**config.mk**
```make
export PLATFORM = sky130hd
export DESIGN_NAME = zynet_sequencer_flat
export DESIGN_NICKNAME = d
export VERILOG_FILES = /design/src/rtl/zynet_sequencer_pkg.sv /design/src/rtl/zynet_sequencer_if.sv /design/src/rtl/zynet_sequencer_watchdog.sv /design/src/rtl/zynet_sequencer.sv /design/src/flat_wrapper.sv
export SDC_FILE = /design/constraint.sdc
export NUM_CORES = 1
export LEC_CHECK = 0
export ABC_AREA = 1
export CORE_MARGIN = 4
export CORE_UTILIZATION = 25
export DETAILED_ROUTE_END_ITERATION = 8
export HOLD_SLACK_MARGIN = 0.05
export SLEW_MARGIN = 0
export SYNTH_ARGS = -nofsm -noshare
export SYNTH_HDL_FRONTEND = slang
export SYNTH_SLANG_ARGS = --single-unit
export TNS_END_PERCENT = 30
```
**constraint.sdc**
```tcl
create_clock -name clk_i -period 3.2 [get_ports clk_i]
set_clock_uncertainty 0.15 [all_clocks]
set_input_delay 0.8 -clock clk_i [delete_from_list [all_inputs] [get_ports clk_i]]
set_output_delay 0.8 -clock clk_i [all_outputs]
set_load 0.1 [all_outputs]
```
**src/rtl/zynet_sequencer_pkg.sv**
```systemverilog
`default_nettype none
// ============================================================================
// Module      : zynet_pkg
// Description : Shared types and constants for the ZyNet inference sequencer.
//               Holds the sequencer state encoding, the network fixed-point
//               word constants and a helper that identifies the phases that
//               wait on a downstream completion pulse.
// Revision    : 1.0 - initial release
// ============================================================================
package zynet_pkg;

    // Fixed-point format shared by the datapath stages.
    localparam int WORD_SIZE = 16;
    localparam int INT_BITS  = 8;

    typedef enum logic [2:0] {
        S_IDLE   = 3'd0,
        S_STREAM = 3'd1,
        S_DRAIN  = 3'd2,
        S_HIDDEN = 3'd3,
        S_OUTPUT = 3'd4,
        S_HOLD   = 3'd5
    } state_t;

    // Phases that wait on a done pulse from a downstream stage.
    function automatic logic is_wait_phase(input state_t s);
        return (s == S_DRAIN) || (s == S_HIDDEN) || (s == S_OUTPUT);
    endfunction

endpackage
`default_nettype wire

```
**src/rtl/zynet_sequencer_if.sv**
```systemverilog
`default_nettype none
// ============================================================================
// Module      : zynet_sequencer_if
// Description : Control/handshake bundle between the sequencer and the rest
//               of the network. Suffixes are from the sequencer's viewpoint.
//   master : the sequencer (drives *_o, samples *_i)
//   slave  : the surrounding datapath / consumer
//   start_i, busy_o                  frame launch / activity flag
//   sample_valid_o, sample_ready_i,
//   sample_idx_o                     sample stream towards the conv kernels
//   gap_done_i, hidden_done_i,
//   output_done_i                    stage completion pulses
//   hidden_start_o, output_start_o   stage launch pulses
//   valid_o, yumi_i                  result handshake
//   frame_count_o, error_o           status
// Revision    : 1.0 - initial release
// ============================================================================
interface zynet_sequencer_if #(
    parameter int NUM_SAMPLES = 60,
    parameter int FRAME_CNT_W = 16
);
    localparam int IDX_W = $clog2(NUM_SAMPLES);

    logic                   start_i;
    logic                   busy_o;
    logic                   sample_valid_o;
    logic                   sample_ready_i;
    logic [IDX_W-1:0]       sample_idx_o;
    logic                   gap_done_i;
    logic                   hidden_done_i;
    logic                   output_done_i;
    logic                   hidden_start_o;
    logic                   output_start_o;
    logic                   valid_o;
    logic                   yumi_i;
    logic [FRAME_CNT_W-1:0] frame_count_o;
    logic                   error_o;

    modport master (
        input  start_i, sample_ready_i, gap_done_i, hidden_done_i,
               output_done_i, yumi_i,
        output busy_o, sample_valid_o, sample_idx_o, hidden_start_o,
               output_start_o, valid_o, frame_count_o, error_o
    );

    modport slave (
        output start_i, sample_ready_i, gap_done_i, hidden_done_i,
               output_done_i, yumi_i,
        input  busy_o, sample_valid_o, sample_idx_o, hidden_start_o,
               output_start_o, valid_o, frame_count_o, error_o
    );

endinterface
`default_nettype wire

```
**src/rtl/zynet_sequencer_watchdog.sv**
```systemverilog
`default_nettype none
// ============================================================================
// Module      : seq_watchdog
// Description : Phase timeout counter. Cleared when a wait phase is entered,
//               counts while enabled, and flags expiry on the LIMIT-th
//               cycle of the phase. Only built with ZYNET_SEQ_WATCHDOG_EN.
//   clk_i, reset_i  clock / asynchronous active-high reset
//   clear_i         restart the count (priority over enable)
//   enable_i        count this cycle
//   expired_o       current cycle is the LIMIT-th cycle since clear
// Revision    : 1.0 - initial release
// ============================================================================
module seq_watchdog #(
    parameter int LIMIT = 1024
) (
    input  wire logic clk_i,
    input  wire logic reset_i,
    input  wire logic clear_i,
    input  wire logic enable_i,
    output logic      expired_o
);
    localparam int CNT_W = (LIMIT > 2) ? $clog2(LIMIT) : 1;
    localparam logic [CNT_W-1:0] LAST = CNT_W'(LIMIT - 1);

    logic [CNT_W-1:0] cnt_q;

    always_ff @(posedge clk_i or posedge reset_i) begin
        if (reset_i) begin
            cnt_q <= '0;
        end else if (clear_i) begin
            cnt_q <= '0;
        end else if (enable_i && (cnt_q != LAST)) begin
            cnt_q <= cnt_q + 1'b1;
        end
    end

    assign expired_o = (cnt_q == LAST);

endmodule
`default_nettype wire

```
**src/rtl/zynet_sequencer.sv**
```systemverilog
`default_nettype none
// ============================================================================
// Module      : zynet_sequencer
// Description : Frame sequencer for the ZyNet inference pipeline. Streams
//               NUM_SAMPLES sample indices to the conv kernels, then steps
//               through GAP drain, hidden layer and output layer, and holds
//               the result until the consumer takes it. All outputs are
//               registered.
//   clk_i, reset_i : clock / asynchronous active-high reset
//   bus            : zynet_sequencer_if.master control bundle
// Build option: ZYNET_SEQ_WATCHDOG_EN adds a per-phase timeout that aborts
//               the frame to IDLE and sets the sticky error_o.
// Revision    : 1.0 - initial release
// ============================================================================
module zynet_sequencer
    import zynet_pkg::*;
#(
    parameter int NUM_SAMPLES     = 60,
    parameter int WATCHDOG_CYCLES = 1024,
    parameter int FRAME_CNT_W     = 16
) (
    input  wire logic          clk_i,
    input  wire logic          reset_i,
    zynet_sequencer_if.master  bus
);
    localparam int IDX_W = $clog2(NUM_SAMPLES);
    localparam logic [IDX_W-1:0] LAST_IDX = IDX_W'(NUM_SAMPLES - 1);

    state_t                 state_q, state_d;
    logic [IDX_W-1:0]       idx_q, idx_d;
    logic [FRAME_CNT_W-1:0] frame_q, frame_d;
    logic                   busy_q, sample_valid_q, valid_q;
    logic                   hidden_start_q, output_start_q;
    logic                   wd_trip;

    // ------------------------------------------------------------------
    // Next-state logic
    // ------------------------------------------------------------------
    always_comb begin
        state_d = state_q;
        idx_d   = idx_q;
        frame_d = frame_q;
        unique case (state_q)
            S_IDLE: begin
                if (bus.start_i) begin
                    state_d = S_STREAM;
                    idx_d   = '0;
                end
            end
            S_STREAM: begin
                // sample_valid_o is high throughout STREAM, so ready alone
                // completes the handshake.
                if (bus.sample_ready_i) begin
                    if (idx_q == LAST_IDX) begin
                        idx_d   = '0;
                        state_d = S_DRAIN;
                    end else begin
                        idx_d = idx_q + 1'b1;
                    end
                end
            end
            S_DRAIN: begin
                if (bus.gap_done_i)  state_d = S_HIDDEN;
                else if (wd_trip)    state_d = S_IDLE;
            end
            S_HIDDEN: begin
                if (bus.hidden_done_i) state_d = S_OUTPUT;
                else if (wd_trip)      state_d = S_IDLE;
            end
            S_OUTPUT: begin
                if (bus.output_done_i) state_d = S_HOLD;
                else if (wd_trip)      state_d = S_IDLE;
            end
            S_HOLD: begin
                // start_i in the same cycle is deliberately not latched.
                if (bus.yumi_i) begin
                    state_d = S_IDLE;
                    frame_d = frame_q + 1'b1;
                end
            end
            default: state_d = S_IDLE;
        endcase
    end

    // ------------------------------------------------------------------
    // State and registered outputs; outputs are decoded from the next
    // state so they line up with the state they describe.
    // ------------------------------------------------------------------
    always_ff @(posedge clk_i or posedge reset_i) begin
        if (reset_i) begin
            state_q        <= S_IDLE;
            idx_q          <= '0;
            frame_q        <= '0;
            busy_q         <= 1'b0;
            sample_valid_q <= 1'b0;
            valid_q        <= 1'b0;
            hidden_start_q <= 1'b0;
            output_start_q <= 1'b0;
        end else begin
            state_q        <= state_d;
            idx_q          <= idx_d;
            frame_q        <= frame_d;
            busy_q         <= (state_d != S_IDLE);
            sample_valid_q <= (state_d == S_STREAM);
            valid_q        <= (state_d == S_HOLD);
            hidden_start_q <= (state_q == S_DRAIN)  && (state_d == S_HIDDEN);
            output_start_q <= (state_q == S_HIDDEN) && (state_d == S_OUTPUT);
        end
    end

    assign bus.busy_o         = busy_q;
    assign bus.sample_valid_o = sample_valid_q;
    assign bus.sample_idx_o   = idx_q;
    assign bus.valid_o        = valid_q;
    assign bus.hidden_start_o = hidden_start_q;
    assign bus.output_start_o = output_start_q;
    assign bus.frame_count_o  = frame_q;

`ifdef ZYNET_SEQ_WATCHDOG_EN
    logic wd_clear, wd_enable, wd_expired, error_q;

    assign wd_clear  = (state_d != state_q) && is_wait_phase(state_d);
    assign wd_enable = is_wait_phase(state_q);
    assign wd_trip   = wd_expired && wd_enable;

    seq_watchdog #(
        .LIMIT     (WATCHDOG_CYCLES)
    ) u_watchdog (
        .clk_i     (clk_i),
        .reset_i   (reset_i),
        .clear_i   (wd_clear),
        .enable_i  (wd_enable),
        .expired_o (wd_expired)
    );

    // A trip only turns into IDLE when the awaited done did not arrive.
    always_ff @(posedge clk_i or posedge reset_i) begin
        if (reset_i) begin
            error_q <= 1'b0;
        end else if (wd_trip && (state_d == S_IDLE)) begin
            error_q <= 1'b1;
        end
    end

    assign bus.error_o = error_q;
`else
    logic [31:0] wd_unused_cfg;

    assign wd_unused_cfg = 32'(WATCHDOG_CYCLES);
    assign wd_trip       = 1'b0;
    assign bus.error_o   = 1'b0;
`endif

endmodule
`default_nettype wire
```
**src/flat_wrapper.sv**
```systemverilog
// flat-port wrapper written by rule: the top's interface ports become plain ports
module zynet_sequencer_flat import zynet_pkg::*;
#(
    parameter int NUM_SAMPLES     = 60,
    parameter int WATCHDOG_CYCLES = 1024,
    parameter int FRAME_CNT_W     = 16
)
  (clk_i, reset_i, bus_start_i, bus_sample_ready_i, bus_gap_done_i, bus_hidden_done_i, bus_output_done_i, bus_yumi_i, bus_busy_o, bus_sample_valid_o, bus_sample_idx_o, bus_hidden_start_o, bus_output_start_o, bus_valid_o, bus_frame_count_o, bus_error_o);
  zynet_sequencer_if #(.NUM_SAMPLES(NUM_SAMPLES), .FRAME_CNT_W(FRAME_CNT_W)) bus_i ();
  input  wire logic clk_i;
  input  wire logic reset_i;
  input wire logic [$bits(bus_i.start_i)-1:0] bus_start_i;
  input wire logic [$bits(bus_i.sample_ready_i)-1:0] bus_sample_ready_i;
  input wire logic [$bits(bus_i.gap_done_i)-1:0] bus_gap_done_i;
  input wire logic [$bits(bus_i.hidden_done_i)-1:0] bus_hidden_done_i;
  input wire logic [$bits(bus_i.output_done_i)-1:0] bus_output_done_i;
  input wire logic [$bits(bus_i.yumi_i)-1:0] bus_yumi_i;
  output wire logic [$bits(bus_i.busy_o)-1:0] bus_busy_o;
  output wire logic [$bits(bus_i.sample_valid_o)-1:0] bus_sample_valid_o;
  output wire logic [$bits(bus_i.sample_idx_o)-1:0] bus_sample_idx_o;
  output wire logic [$bits(bus_i.hidden_start_o)-1:0] bus_hidden_start_o;
  output wire logic [$bits(bus_i.output_start_o)-1:0] bus_output_start_o;
  output wire logic [$bits(bus_i.valid_o)-1:0] bus_valid_o;
  output wire logic [$bits(bus_i.frame_count_o)-1:0] bus_frame_count_o;
  output wire logic [$bits(bus_i.error_o)-1:0] bus_error_o;
  assign bus_i.start_i = bus_start_i;
  assign bus_i.sample_ready_i = bus_sample_ready_i;
  assign bus_i.gap_done_i = bus_gap_done_i;
  assign bus_i.hidden_done_i = bus_hidden_done_i;
  assign bus_i.output_done_i = bus_output_done_i;
  assign bus_i.yumi_i = bus_yumi_i;
  assign bus_busy_o = bus_i.busy_o;
  assign bus_sample_valid_o = bus_i.sample_valid_o;
  assign bus_sample_idx_o = bus_i.sample_idx_o;
  assign bus_hidden_start_o = bus_i.hidden_start_o;
  assign bus_output_start_o = bus_i.output_start_o;
  assign bus_valid_o = bus_i.valid_o;
  assign bus_frame_count_o = bus_i.frame_count_o;
  assign bus_error_o = bus_i.error_o;
  zynet_sequencer #(.NUM_SAMPLES(NUM_SAMPLES), .WATCHDOG_CYCLES(WATCHDOG_CYCLES), .FRAME_CNT_W(FRAME_CNT_W)) u_core (.clk_i(clk_i), .reset_i(reset_i), .bus(bus_i));
endmodule
```
==> impl_metrics.toml <==
[yosys]
yosys_register_bits = 30
synth_top_area_frac = 0.461
async_flop_share = 1.00
yosys.area.top_type = "dfrtp_1"
synth_ff_type = "dfrtp_1"
ys_warn_count = 0
synth_edf_count = 0
syn-instance-count = 212
synth_cell_types = 26
synth_area_per_cell_um2 = 7.68
yosysMostFrequentCell = "nand2_1"
synth_area_um2 = 1630
synth_nets = 222
synth_area_leaders = "dfrtp_1, nand2_1, inv_1"
yosys-top-cells-count = "nand2_1, dfrtp_1, inv_1, nor2_1, nand3_1"
yosysSeqAreaShare = 0.461

[critical_path]
regToRegSetupSlack_ps = 1570
worstSetupPathType = "in -> reg"
cp-end-kind = "flip-flop"
r2r-end = "u_core.bus.sample_idx_o[3]"
start_kind = "input pin"
cpPeakStageDelay_ps = 540
r2r-start = "u_core.bus.sample_idx_o[0]"
arrival_ps = 2060
cp.required_ps = 3220
critPathMaxFanout = 9
r2r_cells = 8
crit_path_cell_trace = "clkdlybuf4s50_1 -> nand4_4 -> nor2_4 -> nand2_4 -> o21ai_1 -> nand2_1"
slowest_stage = "clkdlybuf4s50_1"

[placed_design]
dp.cells = 322
gp_congestion = 0.811
post-dp-hpwl_um = 2730
port-buffer-count = 34

[route]
antenna_left = 0
drt_iter0_drc = 31
drc = 0
avgRoutedWirePerCell_um = 10.9
routed_via_density = 4.24
drtPass1Iterations = 4
wl_um = 3580
vias = 1399

[timing]
hold_violations = 0
drv_slew = 0
period_needed_ps = 2040
timing.final.crit_share = 0.637
fmax_mhz = 491
whs_ps = 381
finalSetupTns_ps = 0
setup_viol = 0
grt_setup_unrepaired = "no"

[die]
rows = 29
die_h_um = 88.7
fp.dieArea_um2 = 7870
core_area_um2 = 6350
initial_core_util = 0.257
die_width_um = 88.7
ioPinCount = 36

[grt]
grt_pass1_vias = 1443
grt_antenna_before_repair = 0
grt_pass1_wl_um = 6320
track_usage = 0.103
grt_max_degree = 31
grt_overflow = 0

[clocking]
numCtsBuffers = 5
numClockSinks = 30
cts.repair.resized = 0
cts_tree = "built"
cts_root_buf = "clkbuf_8"
clkTransAtPathRegs_ps = 60
cts_setup_buffers = 0
clk_path_buf_depth = 2
insertion_delay_ps = 280
cts-htree-levels = 2
ctsHoldBuffers = 0

[pwr]
internal-power_mw = 0.742
switching_share = 0.497
vdd_ir_drop_max_mv = 0.637
netSwitchingPower_mw = 0.733
p_seq_frac = 0.340
power_frac_clock = 0.214
p_per_area_nw_per_um2 = 708
p_leak_nw = 1.11
combPwrFrac = 0.446

[finish]
layout-drive-gt1-share = 0.194
area_growth_pct = 28.0
final_nets = 262
finalNonFillerCells = 330
antennaDiodeCount = 0

[min_path]
hp-class = "reg -> reg"
worstHoldEndpoint = "u_core.bus.frame_count_o[6]"
min_path_cells = 1
worstHoldStart = "u_core.bus.frame_count_o[6]"

[job]
max_cap_viol_count = 0

[status]
status = "finished clean"
[registers in the layout, summed over array words and instances, names as in the netlist]
signal                     count
u_core.bus.hidden_start_o      1
u_core.bus.sample_valid_o      1
u_core.bus.valid_o             1
u_core.bus.frame_count_o      16
u_core.bus.output_start_o      1
u_core.bus.busy_o              1
u_core.bus.sample_idx_o        6
u_core.state_q                 3
[stage by stage]
stage | util | worst slack (ps) | total power, mW | instance area [um2]
after global placement | 0.314 | 881 | 1.17 | 1990
after detailed placement | 0.314 | 851 | 1.17 | 1990
after CTS | 0.328 | 1150 | 1.49 | 2080
final | 0.328 | 1160 | 1.47 | 2080
after global routing | 0.328 | 1030 | 1.56 | 2080
after floorplan | - | 1150 | 1.02 | 1630
[how the worst max path moves through the flow]
stage / from / to / slack (ps) / depth (start not counted)
global route: bus_yumi_i / u_core.bus.frame_count_o[10] / 1030 / 6
detailed placement: bus_yumi_i / u_core.bus.frame_count_o[10] / 850 / 6
floorplan: u_core.bus.sample_idx_o[0] / u_core.bus.busy_o / 1150 / 6
CTS: bus_yumi_i / u_core.bus.frame_count_o[10] / 1150 / 6
global placement: bus_yumi_i / u_core.bus.frame_count_o[10] / 880 / 6
finish: bus_yumi_i / u_core.bus.frame_count_o[10] / 1160 / 6
[power by group through the flow]
stage	registers, mW	clock network [mW]	logic [mW]
after floorplan	0.878	0	0.147
after global placement	0.507	0	0.660
after detailed placement	0.508	0	0.663
after CTS	0.502	0.327	0.664
after global routing	0.514	0.342	0.700
final	0.502	0.316	0.657
[worst max-delay path: cells and delay by family]
family	cells	cell delay, ps
AND/OR/NAND/NOR	4	590
buffers and inverters	1	540
AO/OA/AOI/OAI	1	120
[cells in the final DEF (no fill, tap or decap), types with 3 or more instances in the layout]
cell type	count
clkbuf_8	6
xnor2_1	3
buf_4	28
dfrtp_1	30
nand2_1	61
nor2_2	3
nor2_1	26
inv_1	29
nand3_1	14
xor2_1	6
clkdlybuf4s50_1	7
nand4_1	9
o21ai_0	7
inv_2	3
[layer usage]
metal  share of wire  vias to the layer above  global-route usage
li1                -                      744                   -
met1            0.47                      619               0.123
met2            0.46                       31               0.174
met3           0.063                        5              0.0279
met4           0.012                        0              0.0440
met5               0                        -                   0
[cells by family after synthesis]
logic type,after synthesis,synth area share
AO/OA/AOI/OAI,14,0.0461
XOR/XNOR,9,0.0484
adder cells (fa/ha/maj),2,0.0154
buffers and inverters,34,0.0814
flip-flops,30,0.461
other,1,0.00230
AND/OR/NAND/NOR,122,0.346
[cell type report]
cell class / count / area, um2
inverters: 32 / 120
flip-flops and latches: 30 / 751
well taps: 77 / 96.3
clock inverters: 1 / 5.00
clock buffers: 7 / 86.3
multi-input cells: 148 / 746
fillers: 665 / 4270
repair buffers: 35 / 280
(Power assumes the default switching activity.)
